===== src/rtl/uart_tx_frame_ctrl.sv =====
`default_nettype none
// ============================================================================
// Module   : uart_tx_frame_ctrl
// Brief    : UART transmit serialiser with runtime parity, 1/2 stop bits and
//            back-to-back frames; one clock per bit period.
// Revision : 1.0 - initial release
// ============================================================================
module uart_tx_frame_ctrl #(
    parameter int DATA_W    = 8,
    parameter int STOP_BITS = 1,
    parameter bit MSB_FIRST = 1'b0
) (
    input  logic              baud_rate_tx,
    input  logic              rst_n,
    input  logic              tx_enable,
    input  logic [DATA_W-1:0] tx_data,
    input  logic              parity_en,
    input  logic              parity_odd,
    output logic              tx_out,
    output logic              busy,
    output logic              load,
    output logic              shift,
    output logic              done
);

    localparam int CNT_W = $clog2(DATA_W);
    localparam logic [CNT_W-1:0] c_last_data = CNT_W'(DATA_W - 1);
    localparam logic [CNT_W-1:0] c_last_stop = CNT_W'(STOP_BITS - 1);
    localparam bit               c_one_stop  = (STOP_BITS == 1);
    localparam int               c_end_idx   = MSB_FIRST ? DATA_W - 1 : 0;

    typedef enum logic [2:0] {
        S_IDLE   = 3'd0,
        S_START  = 3'd1,
        S_DATA   = 3'd2,
        S_PARITY = 3'd3,
        S_STOP   = 3'd4
    } state_t;

    state_t              r_state;
    logic [CNT_W-1:0]    r_cnt;
    logic [DATA_W-1:0]   r_shreg;
    logic                r_par_en;
    logic                r_par_bit;

    logic [DATA_W-1:0]   w_shreg_next;
    logic [CNT_W-1:0]    w_cnt_inc;
    logic                w_end_bit;
    logic                w_start_frame;

    assign w_shreg_next = MSB_FIRST ? {r_shreg[DATA_W-2:0], 1'b0}
                                    : {1'b0, r_shreg[DATA_W-1:1]};
    assign w_end_bit    = r_shreg[c_end_idx];
    assign w_cnt_inc    = r_cnt + CNT_W'(1);

    // A request is honoured in IDLE and on the exit edge of the last stop bit.
    assign w_start_frame = tx_enable &&
                           ((r_state == S_IDLE) ||
                            ((r_state == S_STOP) && (r_cnt == c_last_stop)));

    always_ff @(posedge baud_rate_tx or negedge rst_n) begin
        if (!rst_n) begin
            r_state   <= S_IDLE;
            r_cnt     <= '0;
            r_shreg   <= '0;
            r_par_en  <= 1'b0;
            r_par_bit <= 1'b0;
            tx_out    <= 1'b1;
            busy      <= 1'b0;
            load      <= 1'b0;
            shift     <= 1'b0;
            done      <= 1'b0;
        end else begin
            load  <= 1'b0;
            shift <= 1'b0;
            done  <= 1'b0;
            if (w_start_frame) begin
                r_state   <= S_START;
                r_cnt     <= '0;
                r_shreg   <= tx_data;
                r_par_en  <= parity_en;
                r_par_bit <= (^tx_data) ^ parity_odd;
                tx_out    <= 1'b0;
                busy      <= 1'b1;
                load      <= 1'b1;
            end else begin
                case (r_state)
                    S_IDLE: begin
                        tx_out <= 1'b1;
                        busy   <= 1'b0;
                    end
                    S_START: begin
                        r_state <= S_DATA;
                        r_cnt   <= '0;
                        tx_out  <= w_end_bit;
                        r_shreg <= w_shreg_next;
                        shift   <= 1'b1;
                    end
                    S_DATA: begin
                        if (r_cnt == c_last_data) begin
                            r_cnt <= '0;
                            if (r_par_en) begin
                                r_state <= S_PARITY;
                                tx_out  <= r_par_bit;
                            end else begin
                                r_state <= S_STOP;
                                tx_out  <= 1'b1;
                                done    <= c_one_stop;
                            end
                        end else begin
                            r_cnt   <= w_cnt_inc;
                            tx_out  <= w_end_bit;
                            r_shreg <= w_shreg_next;
                            shift   <= 1'b1;
                        end
                    end
                    S_PARITY: begin
                        r_state <= S_STOP;
                        r_cnt   <= '0;
                        tx_out  <= 1'b1;
                        done    <= c_one_stop;
                    end
                    S_STOP: begin
                        tx_out <= 1'b1;
                        if (r_cnt == c_last_stop) begin
                            r_state <= S_IDLE;
                            r_cnt   <= '0;
                            busy    <= 1'b0;
                        end else begin
                            r_cnt <= w_cnt_inc;
                            done  <= (w_cnt_inc == c_last_stop);
                        end
                    end
                    default: begin
                        r_state <= S_IDLE;
                        r_cnt   <= '0;
                        tx_out  <= 1'b1;
                        busy    <= 1'b0;
                    end
                endcase
            end
        end
    end

endmodule
`default_nettype wire


===== config.mk =====
export PLATFORM = sky130hd
export DESIGN_NAME = uart_tx_frame_ctrl
export DESIGN_NICKNAME = d
export VERILOG_FILES = /design/src/rtl/uart_tx_frame_ctrl.sv
export SDC_FILE = /design/constraint.sdc
export NUM_CORES = 1
export LEC_CHECK = 0
export CORE_MARGIN = 5
export CORE_UTILIZATION = 40
export CTS_CLUSTER_DIAMETER = 200
export DETAILED_ROUTE_END_ITERATION = 10
export PLACE_DENSITY = 0.65
export SLEW_MARGIN = 15
export SYNTH_ARGS = -nofsm -noshare
export SYNTH_HDL_FRONTEND = slang
export SYNTH_SLANG_ARGS = --single-unit

===== constraint.sdc =====
create_clock -name baud_rate_tx -period 1.9 [get_ports baud_rate_tx]
set_input_delay 0.19 -clock baud_rate_tx [delete_from_list [all_inputs] [get_ports baud_rate_tx]]
set_output_delay 0.19 -clock baud_rate_tx [all_outputs]
set_load 0.02 [all_outputs]

After elaboration in Yosys (flattened, before gate mapping). Cells that the tools add are included.

Add/subtract/negate cells: 1. Equal/unequal tests: 10. Muxes and demuxes: 28. Bitwise operators: 1. Reduce and logical (&&, ||, !) cells: 12.

Operator list (count): $mux W3 (7); $mux W8 (2); $pmux W8 S2 (1); $pmux W3 S5 (1); $mux W1 (12); $logic_not A3 Y1 (3); $pmux W3 S3 (1); $reduce_xor A8 Y1 (1); $eq A3 B2 Y1 const B (2); $eq A3 B3 Y1 const B (2); $ne A3 B3 Y1 const B (2); $pmux W1 S2 (3); $reduce_and A2 Y1 (2); $add A3 B1 Y3 const B (1); $eq A3 B1 Y1 const B (1); $ne A3 B2 Y1 const B (1); $pmux W1 S3 (1); $reduce_and A3 Y1 (1); $reduce_bool A3 Y1 (1); $reduce_or A3 Y1 (1); $logic_and A1 B1 Y1 (2); $ne A2 B1 Y1 const B (1); $ne A2 B2 Y1 const B (1); $logic_or A1 B1 Y1 (1); $xor A1 B1 Y1 (1).

Register bits: 21. Bits of input ports: 13.

Depth between registers and ports, before layout. Gate-level depths: netlist of run 1.

Depth after elaboration: 6. Mapped depth: 8. Mapped depth without buffers: 7.

Worst setup path after synthesis of run 1. OpenSTA, ideal clock, no wires.

Path type: register -> register. Start: register r_cnt[0]. End: register r_shreg[1]. Library setup time: 137 ps. Arrival: 1747 ps. Required time: 1763 ps. Slack: 16 ps. Cell stages (with the launch flop): 8. Buffers on the path: 1. Clock period less this slack: 1884 ps. Path through: dfrtp_1 ha_1 ha_1 or3b_1 a21oi_4 buf_6 mux2i_1 a21oi_1.

Cells in the longest elaborated chain, start to end: 6. Elaborated cells on any way between the ends: 9.

Ends and longest elaborated chain: start: declaration (line 41) `logic [CNT_W-1:0] r_cnt;`; start signal: assignment (line 111) `r_cnt <= w_cnt_inc;`; start signal: assignment (line 130) `r_cnt <= w_cnt_inc;`; $logic_not A3 Y1 (line 59) `((r_state == S_STOP) && (r_cnt == c_last_stop)));`; $logic_and A1 B1 Y1 (line 59); $logic_or A1 B1 Y1 (line 58) `((r_state == S_IDLE) ||`; $logic_and A1 B1 Y1 (line 57) `assign w_start_frame = tx_enable &&`; $ne A3 B3 Y1 (no source line) or $reduce_bool A3 Y1 (tied branches); $reduce_and A2 Y1 (no source line); end signal: assignment (line 80) `r_shreg <= tx_data;`; end signal: assignment (line 96) `r_shreg <= w_shreg_next;`; end signal: assignment (line 113) `r_shreg <= w_shreg_next;`; end: declaration (line 42) `logic [DATA_W-1:0] r_shreg;`.

Parallel ways exist; a longest one is shown, timed or not. A chain may end at the register's enable or synchronous reset.

Worst setup path after layout of run 1.
Start: register r_cnt[0]. End: register r_shreg[5].

The elaborated chain is that of the path after synthesis.

==> results.cfg, run 1 <==
[grt]
grt.total_usage = 0.128
grt_pass1_vias = 803
grt_max_degree = 15
grt_first_pass_wirelength_mm = 3.56
grt-ovfl-total = 0
antenna_found_initial = 0

[timing]
period_needed_ns = 1.86
grt_setup_unrepaired = yes
slew_viol_final = 0
worst_hold_slack_ns = 0.203
skew_ns = 0.00193
fmax_ghz = 0.538
worst_pin_slew_ns = 0.497
final.setup.tns_ns = 0
maxSlewHeadroom = 0.666
min_period_over_period = 0.979
finalSetupViolCount = 0
hold_violations = 0

[synthesis]
synth_edf_count = 0
synth_most_common_cell = dfrtp_1
synth_cell_types = 32
ys.flop_type = dfrtp_1
ys_seq_area_frac = 0.486
synth.area.top_cells = dfrtp_1, ha_1, mux2i_1, nand2_1, nor2_1
synth_top_area_frac = 0.462
syn_nets = 120
yosys-top-cells-count = dfrtp_1, nand2_1, nor2_1
ys_async_sr_fraction = 1.00
ys_seq_elements = 21
synth_top_area_cell = dfrtp_1
avgSynthCellArea_um2 = 10.5
syn_area_um2 = 1080
syn_inst = 103
synth_warnings = 0

[run_status]
status = finished clean

[power]
p_int_mw = 1.34
p_total_mw = 2.14
switching_share = 0.372
powerDensity_nw_per_um2 = 1520
p_leak_nw = 0.650
comb_power_share = 0.535
p_switching_mw = 0.797
seqPwrFrac = 0.366
ir_drop_v = 0.000882
clkPwrFrac = 0.099

[floorplan]
core_area_um2 = 2540
die_w_um = 62.0
start_util = 0.426
fp-row-count = 18
die-area_um2 = 3850
fp.dieH_um = 62.0
ios = 18

[clock_tree]
cts.clk_slew.worst_paths_ns = 0.12
cts_tree = done
cts-root-buf = clkbuf_4
cts_buffers = 3
insertion_delay_ns = 0.29
cts_hold_buf = 0
htree_levels = 1
clock_sinks = 21
clk_path_buf_depth = 2

[final_layout]
nets = 149
fillers = 225
diodes = 0
drive_gt1_frac = 0.191
finalInstanceArea_um2 = 1410
final_core_util = 0.554
synthToLayoutAreaGrowth_pct = 30.1

[flow_run]
maxCapViolations = 0

[route]
drt_pass1_iterations = 3
drc_errors = 0
via_count = 787
wl_per_cell_um = 12.7
drt_iter0_markers = 14
vias_per_cell = 4.89
wl_mm = 2.05
antenna_left = 0

[critical_path]
critical_path.startpoint_type = register
end_kind = register
cp.required_ns = 2.09
r2r_setup_slack_ns = 0.04
path_class = register to register
arrival_ns = 2.05
rr_worst_depth = 7
r2r-start = r_cnt[0]
crit_fanout = 5
rr_endpoint = r_shreg[5]

[placement]
gp_congestion = 0.803
port-buffer-count = 17
postPlaceCellArea_um2 = 1330
hpwlAfterDp_mm = 1.57

[worst_hold_path]
hold_path_class = input port to asynchronous set/reset pin
==> state kept, by name, summed over array words and instances (netlist names) <==
name / flops
r_shreg: 8
r_cnt: 3
busy: 1
r_par_en: 1
load: 1
done: 1
tx_out: 1
r_par_bit: 1
shift: 1
r_state: 3
==> final cells by class <==
cell class                 instances  area [um2]  area share
clock buffer                       3        22.5      0.0160
tap                               30        37.5      0.0266
sequential                        21         527       0.374
multi-input combinational         73         536       0.380
timing repair buffer              29         268       0.190
clock inverter                     1        5.00     0.00355
inverter                           4        15.0      0.0106
==> worst max-delay path by stage <==
stage	from	end	slack, ns	cells after the start
after floorplan	r_cnt[0]	r_shreg[1]	0.02	7
after global placement	r_cnt[0]	r_shreg[0]	0.02	7
after detailed placement	r_cnt[0]	r_shreg[5]	-0.04	7
after CTS	r_cnt[0]	r_shreg[5]	0.01	7
after global routing	r_cnt[0]	r_shreg[2]	-0.04	7
final	r_cnt[0]	r_shreg[5]	0.04	7
==> through the flow <==
step                worst slack, ns  instances
floorplan                    0.0160        103
global placement             0.0242        154
detailed placement          -0.0389        154
CTS                          0.0140        159
global route                -0.0437        161
finish                       0.0399        161
==> power by group through the flow <==
stage | registers, mW | clock network (mW) | logic, mW
after floorplan | 0.812 | 0 | 0.685
after global placement | 0.788 | 0 | 1.01
after detailed placement | 0.790 | 0 | 1.04
after CTS | 0.781 | 0.220 | 1.10
after global routing | 0.812 | 0.246 | 1.28
final | 0.784 | 0.211 | 1.14
==> critical path, cell delays in order (launching register included) <==
cell and delay (ns):
dfrtp_1 0.40, ha_2 0.20, ha_4 0.15, or3b_4 0.38, a21oi_4 0.18, buf_6 0.14, nor3b_2 0.04, a221o_1 0.26
==> cells in the final DEF, fill, tap and decap left out, drive strengths merged, types with 2 or more instances in the layout <==
master and n:
dfrtp 20, clkdlybuf4s50 17, buf 12, nor2 10
nand2 10, a21oi 8, o21ai 7, mux2i 5
xnor2 4, inv 4, ha 4, nand2b 3
xor2 3, clkbuf 3, o31ai 2, nor2b 2
nor3b 2, a221o 2
==> kinds of logic (layout without fill, tap and decap cells) <==
logic type	Yosys count	after routing	synth area share
xor gates and xnor gates	8	8	0.0774
muxes	6	6	0.0566
adders and majority gates	4	4	0.0462
buffers and inverters	9	37	0.0450
and+or+nand+nor	32	32	0.144
AOI/OAI and AO/OA	23	23	0.144
DFF	21	21	0.486
==> metal layers <==
metal	GRT usage	vias up	wire, um
met5	0	-	0
met4	0.0545	0	28
met3	0.0186	2	47
met2	0.201	13	956
met1	0.176	363	1020
li1	-	409	-
==> repair_timing <==
item                       in CTS  in global routing
pin swaps                       1                  5
setup endpoints to repair       7                 10
buffers inserted                1                  2
gates resized for setup         4                  5
No activity file was read; power rests on OpenSTA's default activity.
==> inputs of run 2 (changes only) <==
--- a/config.mk
+++ b/config.mk
@@ -5,11 +5,14 @@
 export SDC_FILE = /design/constraint.sdc
 export NUM_CORES = 1
 export LEC_CHECK = 0
+export CELL_PAD_IN_SITES_DETAIL_PLACEMENT = 1
+export CELL_PAD_IN_SITES_GLOBAL_PLACEMENT = 2
 export CORE_MARGIN = 5
-export CORE_UTILIZATION = 40
+export CORE_UTILIZATION = 29
 export CTS_CLUSTER_DIAMETER = 200
 export DETAILED_ROUTE_END_ITERATION = 10
-export PLACE_DENSITY = 0.65
+export GPL_TIMING_DRIVEN = 0
+export PLACE_DENSITY = 0.72
 export SLEW_MARGIN = 15
 export SYNTH_ARGS = -nofsm -noshare
 export SYNTH_HDL_FRONTEND = slang
==> run 2 against run 1 <==
Against the previous run:
- clock skew fell by 0.00069 ns
- final area rose by 2.8%
- hold slack improved by 0.25 ns
- critical path depth did not move
- fmax fell by 0.98%
- clock power rose by 39%
- global-route usage fell by 2.7 points
- die area rose by 31%
- flip-flop and latch count did not move
==> results.cfg, run 2 (synthesis gave the netlist of run 1 again) <==
[clock_tree]
clk_path_buf_depth = 2
cts_tree = done
clock_sinks = 21
cts.clk_slew.worst_paths_ns = 0.08
htree_levels = 1
cts-root-buf = clkbuf_8
insertion_delay_ns = 0.25
cts_hold_buf = 0
cts_buffers = 3

[timing]
hold_violations = 0
final.setup.tns_ns = 0
min_period_over_period = 0.989
slew_viol_final = 0
worst_hold_slack_ns = 0.453
fmax_ghz = 0.532
skew_ns = 0.00124
worst_pin_slew_ns = 0.937
maxSlewHeadroom = 0.373
grt_setup_unrepaired = yes
finalSetupViolCount = 0
timing.final.ws_setup_ns = 0.0215
period_needed_ns = 1.88

[grt]
grt_first_pass_wirelength_mm = 4.00
grt-ovfl-total = 0
grt_pass1_vias = 842
antenna_found_initial = 0
grt_max_degree = 22
grt.total_usage = 0.101

[critical_path]
critical-path-top-delay-family = simple AND/OR/NAND/NOR gates
r2r-start = r_cnt[0]
cp_cell_sequence = ha_2, ha_4, or3b_4, a21oi_4, buf_4, nor3b_1, a221o_1
cp-startpoint = r_cnt[0]
path_class = register to register
end_kind = register
cp.required_ns = 2.04
crit_path_top_delay_cell = dfrtp_1
crit_buf_inv = 1
r2r_setup_slack_ns = 0.02
slowest_delay_ns = 0.41
critical_path.startpoint_type = register
cp_num_cells = 7
rr_worst_depth = 7
crit_fanout = 3
arrival_ns = 2.02

[floorplan]
fp-row-count = 22
ios = 18
die_w_um = 71.1
core_area_um2 = 3630
start_util = 0.298
die-area_um2 = 5060
fp.dieH_um = 71.1

[power]
p_leak_nw = 0.656
powerDensity_nw_per_um2 = 1550
ir_drop_v = 0.000435

[final_layout]
regMostFlops = r_shreg
fillers = 424
diodes = 0
synthToLayoutAreaGrowth_pct = 33.7
nets = 151
final_cells = 181
drive_gt1_frac = 0.173
biggestRegsByFlops = r_shreg x8, r_cnt x3, r_state x3
final_core_util = 0.399
largest_reg_flops = 8
final_common_cell = dfrtp_1
layout_common_cells = dfrtp_1, clkdlybuf4s50_1, buf_4, nor2_1, nand2_1

[placement]
place_ws_ns = -0.175
gp_congestion = 0.779
placed_cells = 168
port-buffer-count = 17
hpwlAfterDp_mm = 1.78

[route]
drc_errors = 0
drt_pass1_iterations = 3
wl_mm = 2.51
vias_per_cell = 4.51
via_count = 817
antenna_left = 0
wl_per_cell_um = 13.9
drt_iter0_markers = 27

[worst_hold_path]
hold_path_class = input port to asynchronous set/reset pin

[run_status]
status = finished clean

[flow_run]
maxCapViolations = 0
[run 2: cell count changes in the layout (fill, tap and decap cells not counted), sizes merged]
cell | previous run | this run
clkinv | 1 | 0
clkbuf | 3 | 6
[run 2: final cells by class]
| type | count | area, um2 | share of cell area |
|---|---|---|---|
| clock buffer | 4 | 45.0 | 0.0311 |
| inverter | 4 | 15.0 | 0.0104 |
| timing repair buffer | 26 | 238 | 0.164 |
| multi-input combinational | 73 | 526 | 0.363 |
| tap | 48 | 60.1 | 0.0415 |
| sequential | 21 | 527 | 0.364 |
| buffer | 5 | 38.8 | 0.0268 |
[run 2: worst register-to-register path: stages (launching register included)]
cell and delay, ns:
dfrtp_1 0.41, ha_2 0.22, ha_4 0.17, or3b_4 0.38, a21oi_4 0.16, buf_4 0.15, nor3b_1 0.05, a221o_1 0.25
[run 2: path summary, 6_finish.rpt]
kind | to
min reg2reg | busy
max | r_shreg[5]
max reg2reg | r_shreg[5]
min in group baud_rate_tx | r_par_en
min | r_shreg[4]
max in group asynchronous | r_shreg[3]
[run 2: metal layers]
layer,track usage,wire (um)
met2,0.159,1210
met4,0.0564,35
met3,0.00994,39
met5,0,0
met1,0.135,1230
[run 2: report_power, final]
group	internal, mW	switching (mW)	leakage [nW]
combinational	0.601	0.563	0.374
clock	0.149	0.144	0.0228
sequential	0.655	0.126	0.259
[run 2: repair_timing]
action                                  4_1_cts  5_1_grt
gates resized for setup                       3        5
setup buffers                                 5        4
pin swaps                                     2        3
endpoints found under the setup margin        7        9
cloned                                        0        0
[run 2: through the flow]
stage / area [um2] / power, mW
6_report: 1450 / 2.24
5_1_grt: 1450 / 2.42
4_1_cts: 1400 / 2.20
3_5_place_dp: 1310 / 1.81
3_3_place_gp: 1310 / 1.78
2_1_floorplan: 1080 / 1.50
==> inputs of run 3 (changes only) <==
--- a/config.mk
+++ b/config.mk
@@ -13,6 +13,7 @@
 export DETAILED_ROUTE_END_ITERATION = 10
 export GPL_TIMING_DRIVEN = 0
 export PLACE_DENSITY = 0.72
+export REMOVE_ABC_BUFFERS = 1
 export SLEW_MARGIN = 15
 export SYNTH_ARGS = -nofsm -noshare
 export SYNTH_HDL_FRONTEND = slang
==> run 3 against run 2 <==
Against the previous run:
- first-iteration DRC count up 63%
- register-to-register slack is essentially flat
- count of clock-buffer cells in the layout fell by 1
==> results.cfg, run 3 (synthesis gave the netlist of run 1 again) <==
[clock_tree]
cts-root-buf = clkbuf_8
cts.clk_slew.worst_paths_ns = 0.08
clk_path_buf_depth = 2
htree_levels = 1
cts_buffers = 3
cts_hold_buf = 0
insertion_delay_ns = 0.26
clock_sinks = 21
cts_tree = done

[timing]
period_needed_ns = 1.87
timing.final.ws_setup_ns = 0.0322
fmax_ghz = 0.535
slew_viol_final = 0
hold_violations = 0
maxSlewHeadroom = 0.363
finalSetupViolCount = 0
worst_pin_slew_ns = 0.952
final.setup.tns_ns = 0
skew_ns = 0.00136
min_period_over_period = 0.983
grt_setup_unrepaired = yes

[critical_path]
cp.required_ns = 2.05
cp_cell_sequence = ha_2, ha_4, or3b_4, a21oi_4, buf_12, nor3b_1, a221o_1
slowest_delay_ns = 0.40
crit_fanout = 12
critical-path-top-delay-family = simple AND/OR/NAND/NOR gates
crit_buf_inv = 1
end_kind = register
arrival_ns = 2.02
path_class = register to register
crit_path_top_delay_cell = dfrtp_1
critical_path.startpoint_type = register

[final_layout]
layout_common_cells = dfrtp_1, clkdlybuf4s50_1, nor2_1, nand2_1
synthToLayoutAreaGrowth_pct = 29.4
biggestRegsByFlops = r_shreg x8, r_cnt x3, r_state x3
drive_gt1_frac = 0.137
largest_reg_flops = 8
nets = 142
final_common_cell = dfrtp_1
regMostFlops = r_shreg
final_cells = 172
diodes = 0
final_core_util = 0.386

[flow_run]
maxCapViolations = 0

[floorplan]
ios = 18
fp.dieH_um = 71.1
die-area_um2 = 5060
die_w_um = 71.1
start_util = 0.298
fp-row-count = 22
core_area_um2 = 3630

[run_status]
status = finished clean

[placement]
hpwlAfterDp_mm = 1.67
placed_cells = 163
port-buffer-count = 17
place_ws_ns = -0.350
gp_congestion = 0.717

[power]
p_total_mw = 2.16
powerDensity_nw_per_um2 = 1540
p_leak_nw = 0.615
ir_drop_v = 0.000437

[route]
antenna_left = 0
wl_mm = 2.23
wl_per_cell_um = 13.0
vias_per_cell = 4.70
via_count = 809
drt_pass1_iterations = 4
drt_iter0_markers = 44
drc_errors = 0

[grt]
grt.total_usage = 0.101
grt_pass1_vias = 873
antenna_found_initial = 0
grt-ovfl-total = 0
grt_max_degree = 22
grt_first_pass_wirelength_mm = 4.03

[worst_hold_path]
hold_path_class = input port to asynchronous set/reset pin
-- run 3: area by class of cell --
cell class,count,area [um2]
Fill cell,427,2230
Multi-Input combinational cell,73,527
Sequential cell,21,527
Tap cell,48,60.1
Inverter,4,20.0
Clock buffer,3,41.3
Timing Repair Buffer,22,220
Clock inverter,1,7.51
-- run 3: power breakdown --
group	switching [mW]	internal [mW]	total (mW)
clock	0.153	0.148	0.301
combinational	0.499	0.552	1.05
sequential	0.154	0.655	0.809
-- run 3: final timing paths --
check,start,end,slack (ns),depth (start not counted)
setup / recovery,r_cnt[0],r_shreg[0],0.03,7
max in group asynchronous,rst_n,r_shreg[6],0.87,1
min in group baud_rate_tx,parity_en,r_par_en,0.46,3
hold / removal,rst_n,load,0.46,1
setup reg to reg,r_cnt[0],r_shreg[0],0.03,7
hold reg to reg,busy,busy,0.48,1
-- run 3: routing by layer --
metal / vias up / GRT usage / wire length [um]
met4: 0 / 0.0376 / 32
met3: 4 / 0.0256 / 79
met5: - / 0 / 0
li1: 394 / - / -
met2: 12 / 0.167 / 1090
met1: 399 / 0.126 / 1030
-- run 3: what timing repair did --
action	4_1_cts	5_1_grt
endpoints found under the setup margin	14	7
pin swaps	2	0
resized for setup	5	3
buffers inserted	5	0
gates cloned	0	0
-- run 3: worst reg2reg max path: stages (launching register included) --
cell	delay (ns)
dfrtp_1	0.40
ha_2	0.21
ha_4	0.16
or3b_4	0.38
a21oi_4	0.15
buf_12	0.15
nor3b_1	0.05
a221o_1	0.25
-- run 3: through the flow --
step                      cell area (um2)  hold WS [ns]
after global routing                 1400         0.470
final                                1400         0.456
after global placement               1280         0.462
after floorplan                      1050        -0.106
after CTS                            1390         0.468
after detailed placement             1280         0.476
